<file path="src/rtl/hazard_pkg.sv">
// Shared types and helpers for the pipeline hazard controller.
// Holds the divider FSM state encoding, the default parameter values and
// the function that sizes the divide cycle counter.
package hazard_pkg;

  typedef enum logic [1:0] {
    IDLE = 2'b00,
    BUSY = 2'b01,
    DONE = 2'b10
  } div_state_t;

  localparam int DIV_CYCLES_DEFAULT = 32;
  localparam int REGW_DEFAULT       = 5;

  // Counter width is ceil(log2(n)); never narrower than one bit so a
  // two-cycle divide still gets a legal counter.
  function automatic int cnt_width(input int n);
    return (n <= 2) ? 1 : $clog2(n);
  endfunction

endpackage

</file>
<file path="src/rtl/pipe_hazard_ctrl_if.sv">
// Hazard-control bundle between the datapath and pipe_hazard_ctrl.
// Datapath side (master) drives the hazard sources and receives the
// per-stage stall/flush controls; the controller (slave) does the reverse.
//   Rs1D, Rs2D, RdE   register specifiers for the D and E instructions
//   MemReadE          load in E
//   DivStartE         divide/remainder in E
//   BPredWrongE       branch in E mispredicted
//   TrapM             trap taken in M
//   StallMemM         data memory not ready
//   Stall{F,D,E,M}    hold a stage register
//   Flush{D,E,M,W}    clear a stage register to a bubble
//   DivBusyE/DivDoneE divider status
interface pipe_hazard_ctrl_if #(
  parameter int REGW = hazard_pkg::REGW_DEFAULT
);
  logic [REGW-1:0] Rs1D;
  logic [REGW-1:0] Rs2D;
  logic [REGW-1:0] RdE;
  logic            MemReadE;
  logic            DivStartE;
  logic            BPredWrongE;
  logic            TrapM;
  logic            StallMemM;
  logic            StallF;
  logic            StallD;
  logic            StallE;
  logic            StallM;
  logic            FlushD;
  logic            FlushE;
  logic            FlushM;
  logic            FlushW;
  logic            DivBusyE;
  logic            DivDoneE;

  modport master (
    output Rs1D, Rs2D, RdE, MemReadE, DivStartE, BPredWrongE, TrapM, StallMemM,
    input  StallF, StallD, StallE, StallM, FlushD, FlushE, FlushM, FlushW,
    input  DivBusyE, DivDoneE
  );

  modport slave (
    input  Rs1D, Rs2D, RdE, MemReadE, DivStartE, BPredWrongE, TrapM, StallMemM,
    output StallF, StallD, StallE, StallM, FlushD, FlushE, FlushM, FlushW,
    output DivBusyE, DivDoneE
  );
endinterface

</file>
<file path="src/rtl/div_seq.sv">
// Multicycle divide sequencer: IDLE -> BUSY (DIV_CYCLES-1 cycles) -> DONE
// (one cycle) -> IDLE. Memory stalls freeze progress; a trap abandons the
// divide immediately.
//   clk, reset  clock and synchronous active-high reset
//   start       divide present in E
//   hold        data memory stall, freezes the sequence
//   cancel      trap in M, returns to IDLE next cycle
//   busy        FSM in BUSY
//   done        FSM in DONE (result valid this cycle)
module div_seq
  import hazard_pkg::*;
#(
  parameter int DIV_CYCLES = DIV_CYCLES_DEFAULT
) (
  input  logic clk,
  input  logic reset,
  input  logic start,
  input  logic hold,
  input  logic cancel,
  output logic busy,
  output logic done
);

  localparam int             CNT_W    = cnt_width(DIV_CYCLES);
  localparam logic [CNT_W-1:0] CNT_LOAD = CNT_W'(DIV_CYCLES - 2);

  div_state_t       state;
  div_state_t       state_next;
  logic [CNT_W-1:0] cnt;
  logic [CNT_W-1:0] cnt_next;

  // State and counter registers; reset abandons any divide in flight.
  always_ff @(posedge clk) begin
    if (reset) begin
      state <= IDLE;
      cnt   <= '0;
    end else begin
      state <= state_next;
      cnt   <= cnt_next;
    end
  end

  // Next-state logic. The counter is loaded with DIV_CYCLES-2 because the
  // BUSY visit that sees cnt==0 is itself one of the DIV_CYCLES-1 BUSY cycles.
  always_comb begin
    state_next = state;
    cnt_next   = cnt;
    unique case (state)
      IDLE: begin
        if (start && !cancel) begin
          state_next = BUSY;
          cnt_next   = CNT_LOAD;
        end
      end
      BUSY: begin
        if (cancel) begin
          state_next = IDLE;
        end else if (!hold) begin
          if (cnt == '0) begin
            state_next = DONE;
          end else begin
            cnt_next = cnt - 1'b1;
          end
        end
      end
      DONE: begin
        if (cancel || !hold) begin
          state_next = IDLE;
        end
      end
      default: begin
        state_next = IDLE;
        cnt_next   = '0;
      end
    endcase
  end

  // Status is masked while reset is high, since the state register only
  // clears on the following edge.
  assign busy = !reset && (state == BUSY);
  assign done = !reset && (state == DONE);

endmodule

</file>
<file path="src/rtl/pipe_hazard_ctrl.sv">
// Pipeline hazard controller: produces per-stage stall (enable) and flush
// (synchronous clear) controls for the F/D/E/M/W pipeline registers from
// load-use hazards, branch mispredicts, traps, memory stalls and the
// multicycle divider.
//   clk, reset  clock and synchronous active-high reset
//   hz          hazard bundle (slave side), see pipe_hazard_ctrl_if
module pipe_hazard_ctrl
  import hazard_pkg::*;
#(
  parameter int DIV_CYCLES = DIV_CYCLES_DEFAULT,
  parameter int REGW       = REGW_DEFAULT
) (
  input logic               clk,
  input logic               reset,
  pipe_hazard_ctrl_if.slave hz
);

  logic [REGW-1:0] rs1_d;
  logic [REGW-1:0] rs2_d;
  logic [REGW-1:0] rd_e;
  logic            load_use;
  logic            div_busy;
  logic            div_done;
  logic            stall_f, stall_d, stall_e, stall_m;
  logic            flush_d, flush_e, flush_m, flush_w;

  assign rs1_d = hz.Rs1D;
  assign rs2_d = hz.Rs2D;
  assign rd_e  = hz.RdE;

  div_seq #(
    .DIV_CYCLES(DIV_CYCLES)
  ) u_div_seq (
    .clk   (clk),
    .reset (reset),
    .start (hz.DivStartE),
    .hold  (hz.StallMemM),
    .cancel(hz.TrapM),
    .busy  (div_busy),
    .done  (div_done)
  );

  // x0 is hardwired to zero, so a load targeting it never creates a hazard.
  assign load_use = hz.MemReadE && (rd_e != '0) &&
                    ((rd_e == rs1_d) || (rd_e == rs2_d));

  // Priority mux. Each higher source fully decides the controls, so an
  // else-if chain gives the right result and never asserts stall and flush
  // on the same stage.
  always_comb begin
    stall_f = 1'b0;
    stall_d = 1'b0;
    stall_e = 1'b0;
    stall_m = 1'b0;
    flush_d = 1'b0;
    flush_e = 1'b0;
    flush_m = 1'b0;
    flush_w = 1'b0;
    if (reset) begin
      flush_d = 1'b1;
      flush_e = 1'b1;
      flush_m = 1'b1;
      flush_w = 1'b1;
    end else if (hz.TrapM) begin
      flush_d = 1'b1;
      flush_e = 1'b1;
      flush_m = 1'b1;
    end else if (hz.StallMemM) begin
      stall_f = 1'b1;
      stall_d = 1'b1;
      stall_e = 1'b1;
      stall_m = 1'b1;
      flush_w = 1'b1;
    end else if (div_busy) begin
      // E has not resolved yet, so mispredict and load-use wait.
      stall_f = 1'b1;
      stall_d = 1'b1;
      stall_e = 1'b1;
      flush_m = 1'b1;
    end else if (hz.BPredWrongE) begin
      // D holds a wrong-path instruction, so its load-use hazard is moot.
      flush_d = 1'b1;
      flush_e = 1'b1;
    end else if (load_use) begin
      stall_f = 1'b1;
      stall_d = 1'b1;
      flush_e = 1'b1;
    end
  end

  assign hz.StallF   = stall_f;
  assign hz.StallD   = stall_d;
  assign hz.StallE   = stall_e;
  assign hz.StallM   = stall_m;
  assign hz.FlushD   = flush_d;
  assign hz.FlushE   = flush_e;
  assign hz.FlushM   = flush_m;
  assign hz.FlushW   = flush_w;
  assign hz.DivBusyE = div_busy;
  assign hz.DivDoneE = div_done;

endmodule

</file>
<file path="src/flat_wrapper.sv">
// flat-port wrapper written by rule: the top's interface ports become plain ports
module pipe_hazard_ctrl_flat import hazard_pkg::*;
#(
  parameter int DIV_CYCLES = DIV_CYCLES_DEFAULT,
  parameter int REGW       = REGW_DEFAULT
)
  (clk, reset, hz_Rs1D, hz_Rs2D, hz_RdE, hz_MemReadE, hz_DivStartE, hz_BPredWrongE, hz_TrapM, hz_StallMemM, hz_StallF, hz_StallD, hz_StallE, hz_StallM, hz_FlushD, hz_FlushE, hz_FlushM, hz_FlushW, hz_DivBusyE, hz_DivDoneE);
  pipe_hazard_ctrl_if #(.REGW(REGW)) hz_i ();
  input logic clk;
  input logic reset;
  input wire logic [$bits(hz_i.Rs1D)-1:0] hz_Rs1D;
  input wire logic [$bits(hz_i.Rs2D)-1:0] hz_Rs2D;
  input wire logic [$bits(hz_i.RdE)-1:0] hz_RdE;
  input wire logic [$bits(hz_i.MemReadE)-1:0] hz_MemReadE;
  input wire logic [$bits(hz_i.DivStartE)-1:0] hz_DivStartE;
  input wire logic [$bits(hz_i.BPredWrongE)-1:0] hz_BPredWrongE;
  input wire logic [$bits(hz_i.TrapM)-1:0] hz_TrapM;
  input wire logic [$bits(hz_i.StallMemM)-1:0] hz_StallMemM;
  output wire logic [$bits(hz_i.StallF)-1:0] hz_StallF;
  output wire logic [$bits(hz_i.StallD)-1:0] hz_StallD;
  output wire logic [$bits(hz_i.StallE)-1:0] hz_StallE;
  output wire logic [$bits(hz_i.StallM)-1:0] hz_StallM;
  output wire logic [$bits(hz_i.FlushD)-1:0] hz_FlushD;
  output wire logic [$bits(hz_i.FlushE)-1:0] hz_FlushE;
  output wire logic [$bits(hz_i.FlushM)-1:0] hz_FlushM;
  output wire logic [$bits(hz_i.FlushW)-1:0] hz_FlushW;
  output wire logic [$bits(hz_i.DivBusyE)-1:0] hz_DivBusyE;
  output wire logic [$bits(hz_i.DivDoneE)-1:0] hz_DivDoneE;
  assign hz_i.Rs1D = hz_Rs1D;
  assign hz_i.Rs2D = hz_Rs2D;
  assign hz_i.RdE = hz_RdE;
  assign hz_i.MemReadE = hz_MemReadE;
  assign hz_i.DivStartE = hz_DivStartE;
  assign hz_i.BPredWrongE = hz_BPredWrongE;
  assign hz_i.TrapM = hz_TrapM;
  assign hz_i.StallMemM = hz_StallMemM;
  assign hz_StallF = hz_i.StallF;
  assign hz_StallD = hz_i.StallD;
  assign hz_StallE = hz_i.StallE;
  assign hz_StallM = hz_i.StallM;
  assign hz_FlushD = hz_i.FlushD;
  assign hz_FlushE = hz_i.FlushE;
  assign hz_FlushM = hz_i.FlushM;
  assign hz_FlushW = hz_i.FlushW;
  assign hz_DivBusyE = hz_i.DivBusyE;
  assign hz_DivDoneE = hz_i.DivDoneE;
  pipe_hazard_ctrl #(.DIV_CYCLES(DIV_CYCLES), .REGW(REGW)) u_core (.clk(clk), .reset(reset), .hz(hz_i));
endmodule
</file>
<file path="config.mk">
export PLATFORM = sky130hd
export DESIGN_NAME = pipe_hazard_ctrl_flat
export DESIGN_NICKNAME = d
export VERILOG_FILES = /design/src/rtl/hazard_pkg.sv /design/src/rtl/pipe_hazard_ctrl_if.sv /design/src/rtl/div_seq.sv /design/src/rtl/pipe_hazard_ctrl.sv /design/src/flat_wrapper.sv
export SDC_FILE = /design/constraint.sdc
export NUM_CORES = 1
export LEC_CHECK = 0
export CELL_PAD_IN_SITES_DETAIL_PLACEMENT = 1
export CELL_PAD_IN_SITES_GLOBAL_PLACEMENT = 1
export CORE_UTILIZATION = 31
export CTS_BUF_LIST = sky130_fd_sc_hd__clkbuf_2 sky130_fd_sc_hd__clkbuf_4 sky130_fd_sc_hd__clkbuf_8
export CTS_CLUSTER_DIAMETER = 60
export CTS_CLUSTER_SIZE = 20
export DETAILED_ROUTE_END_ITERATION = 10
export PLACE_DENSITY = 0.95
export SYNTH_ARGS = -nofsm -noshare
export SYNTH_HDL_FRONTEND = slang
export SYNTH_SLANG_ARGS = --single-unit
</file>
<file path="constraint.sdc">
create_clock -name clk -period 6.5 [get_ports clk]
set_input_delay 1.95 -clock clk [delete_from_list [all_inputs] [get_ports clk]]
set_output_delay 1.95 -clock clk [all_outputs]
set_load 0.1 [all_outputs]
</file>
==> results of run 1 <==
cell usage after synthesis (2+ instances only):
cell / n / area (um2)
nand3_1: 2 / 10.0
a31oi_1: 2 / 12.5
ha_1: 2 / 25.0
a21oi_1: 2 / 10.0
dfxtp_1: 7 / 140
nor3_1: 3 / 15.0
inv_1: 5 / 18.8
mux2i_1: 2 / 20.0
xor2_1: 10 / 87.6
clkbuf_1: 3 / 11.3
nor2_1: 10 / 37.5
nand2b_1: 3 / 18.8
or3_1: 2 / 12.5
nand2_1: 6 / 22.5
o21ai_0: 3 / 15.0
a21o_1: 3 / 22.5
cell type report:
class / instances / area [um2]
Clock buffer: 4 / 30.0
Multi-Input combinational cell: 69 / 498
Inverter: 5 / 18.8
Tap cell: 27 / 33.8
Sequential cell: 7 / 140
Fill cell: 237 / 951
Timing Repair Buffer: 31 / 310
state kept, by name (all words and copies together), names as in the netlist:
register and cells:
u_core.u_div_seq.state 2, u_core.u_div_seq.cnt 5
routing by layer:
layer,global-route usage [%],up-vias,routed length (um)
met1,21.1,338,737
met4,8.33,0,40
met5,0,-,0
met3,4.07,4,131
li1,-,363,-
met2,34.4,33,1050
cells by family after synthesis:
logic type	share of synthesized area [%]
simple gates	31.3
buf+inv	6.40
mux	3.01
compound gates	21.3
fa+ha+maj	3.77
flops	21.1
xor+xnor	13.2
power by group through the flow:
stage / registers [W] / logic [W] / clock network [W]
global placement: 0.0000502 / 0.0000705 / 0
CTS: 0.0000496 / 0.0000727 / 0.0000487
floorplan: 0.0000487 / 0.0000474 / 0
detailed placement: 0.0000504 / 0.0000723 / 0
finish: 0.0000497 / 0.0000723 / 0.0000473
global route: 0.0000501 / 0.0000773 / 0.0000504
worst min-delay path: stages (launching register included):
cell and delay, ns:
dfxtp_1 0.32, nand2b_1 0.08, mux2i_1 0.06
final timing paths:
path,start,end
worst max-delay path,reset,hz_StallD
worst min register to register,u_core.u_div_seq.cnt[1]$_SDFFE_PP0P_,u_core.u_div_seq.cnt[1]$_SDFFE_PP0P_
worst max register to register,u_core.u_div_seq.cnt[0]$_SDFFE_PP0P_,u_core.u_div_seq.cnt[0]$_SDFFE_PP0P_
worst min-delay path,u_core.u_div_seq.cnt[1]$_SDFFE_PP0P_,u_core.u_div_seq.cnt[1]$_SDFFE_PP0P_
metrics by stage:
stage,TNS (ns),cell area (um2),hold slack (ns),std cells
after floorplan,-0.0452,681,0.465,86
after global placement,0,1000,0.486,139
after detailed placement,0,1000,0.508,139
after CTS,0,1030,0.515,143
after global routing,0,1030,0.535,143
final,0,1030,0.509,143
layout by cell type, fill, tap and decap left out, types with 3 or more instances in the layout:
master / n
dfxtp_1: 7
o21ai_0: 3
inv_1: 5
nor3_1: 3
xor2_1: 10
clkbuf_4: 4
nand2b_1: 3
clkdlybuf4s50_1: 21
nor2_1: 10
nand2_1: 6
a21o_1: 3
buf_4: 8
==> impl_results.md, run 1 <==
- Final Power: roughly 0.00017 W
- Die height: 48.3 um
- Resized cells post-CTS: 0
- R2R cell count: 6
- Worst Skew: about 0.0039 ns
- Period utilization: about nine tenths
- Flop2flop setup slack: around 4.7 ns
- Clock sinks: 7
- Antenna diode count: 0
- Buf/Inv on CP: 2
- Core region area: 0.00198 mm2
- DR WL/cell: roughly 14 um
- Min Tclk post-route: about 5.7 ns
- Share of cells above drive strength 1: a little under a fifth
- Switching share of power: between 30% and 40%
- Starting Density: ~34%
- IO Pins: 32
- FMAX: about 170 MHz
- Mapped cell area: 664 um2
- Slew margin rel.: between 60% and 70%
- Row count: 16
- Max rail drop VDD: between 0.07 and 0.08 mV
- Critical Path RT: 4.55 ns
- Combinational share of power: 42.7%
- Post-layout util: between 50% and 60%
- Setup WS pre-CTS: between 0.7 and 0.8 ns
- Flop pwr share: a little under 30%
- PD cells: approximately 160 mW/mm2
- Cell chain of the critical path: clkdlybuf4s50_1 -> or2_2 -> or3_1 -> o22ai_2 -> buf_12
- Final WS setup: roughly 0.75 ns
- Distinct cells, synth: 37
- Worst min path class: flip-flop to flip-flop
- Unrepaired setup endpoints after global routing: false
- TritonCTS clock tree: yes
- First-pass GRT wire length: slightly above 3000 um
- Max-Cap Viols: 0
- Syn_area_per_cell: between 7 and 8 um2
- Initial antenna violation count: 0
- Largest net degree at the start of global routing: 17
- Number of global-route vias before repair: approximately 740
- Max Fanout on Critical Path: 10
- Leakage: 0.408 nW
- Vias per cell: just over 5
- # setup viols final: 0
- Ys async rst share: 0%
- Post-Synthesis Cells: 86
- # DRC: 0
- Die Width: between 40 and 50 um
- Family with the most delay on the worst path: buffers and inverters
- Reg clk slew, reported paths: approximately 0.060 ns
- CP endpoint kind: output port
- Area Overhead vs Synth: 55.2%
- Post-DP HPWL: between 1500 and 2000 um
- Routed Antenna Nets: 0
- GRT Util Overall: about a fifth
- CP Class: primary input to output port
- Final WL: 1960 um
- Crit path DAT: 3.80 ns
- Yosys reg bits: 7
- Hold-fix buffers at CTS: 0
- Internal Pwr Total: ~0.00010 W
- Setup Fix Bufs, Post-CTS: 0
- Total die area: approximately 0.0023 mm2
- Drt initial violations: 5
- Grt ovf: 0
- Switch Pwr: between 0.00006 and 0.00007 W
- Worst slew pin tran: slightly below 0.6 ns
- Clock power share: around 28%
- Worst path depth: 5
- Main synth FF type: dfxtp_1
- # port buffers: 31
- Fin. Hold Viols: 0
- Worst Setup Start Kind: primary input
- Register area share after synthesis: a little over a fifth
- H-Tree Level Count: 1
- Via count: roughly 740
- CTS Buffer Depth: 2
- Worst-Skew Late Latency: 0.26 ns
- Hold Path Depth: 2
- RD Place Congestion: between 0.7 and 0.8
- Synth warn: 0
- Clock buffer count from CTS: 3
- Max incr delay on CP: about 0.60 ns
- Clk Tree Root Cell: clkbuf_4
- Syn nets: 110
- Layout net count: roughly 140
- Drt first pass iters: 4
- Max Slew Vio Count: 0
- Worst path slowest cell: clkdlybuf4s50_1
- EDFF count, synth: 0
- Status: finished clean
Note: power is estimated with default switching activity, not from simulation.
==> inputs of run 2 (changes only) <==
--- a/config.mk
+++ b/config.mk
@@ -9,7 +9,7 @@
 export CELL_PAD_IN_SITES_GLOBAL_PLACEMENT = 1
 export CORE_UTILIZATION = 31
 export CTS_BUF_LIST = sky130_fd_sc_hd__clkbuf_2 sky130_fd_sc_hd__clkbuf_4 sky130_fd_sc_hd__clkbuf_8
-export CTS_CLUSTER_DIAMETER = 60
+export CTS_CLUSTER_DIAMETER = 150
 export CTS_CLUSTER_SIZE = 20
 export DETAILED_ROUTE_END_ITERATION = 10
 export PLACE_DENSITY = 0.95
==> results of run 2 <==
Same layout as run 1: the final DEF is identical, and so are final timing and power.
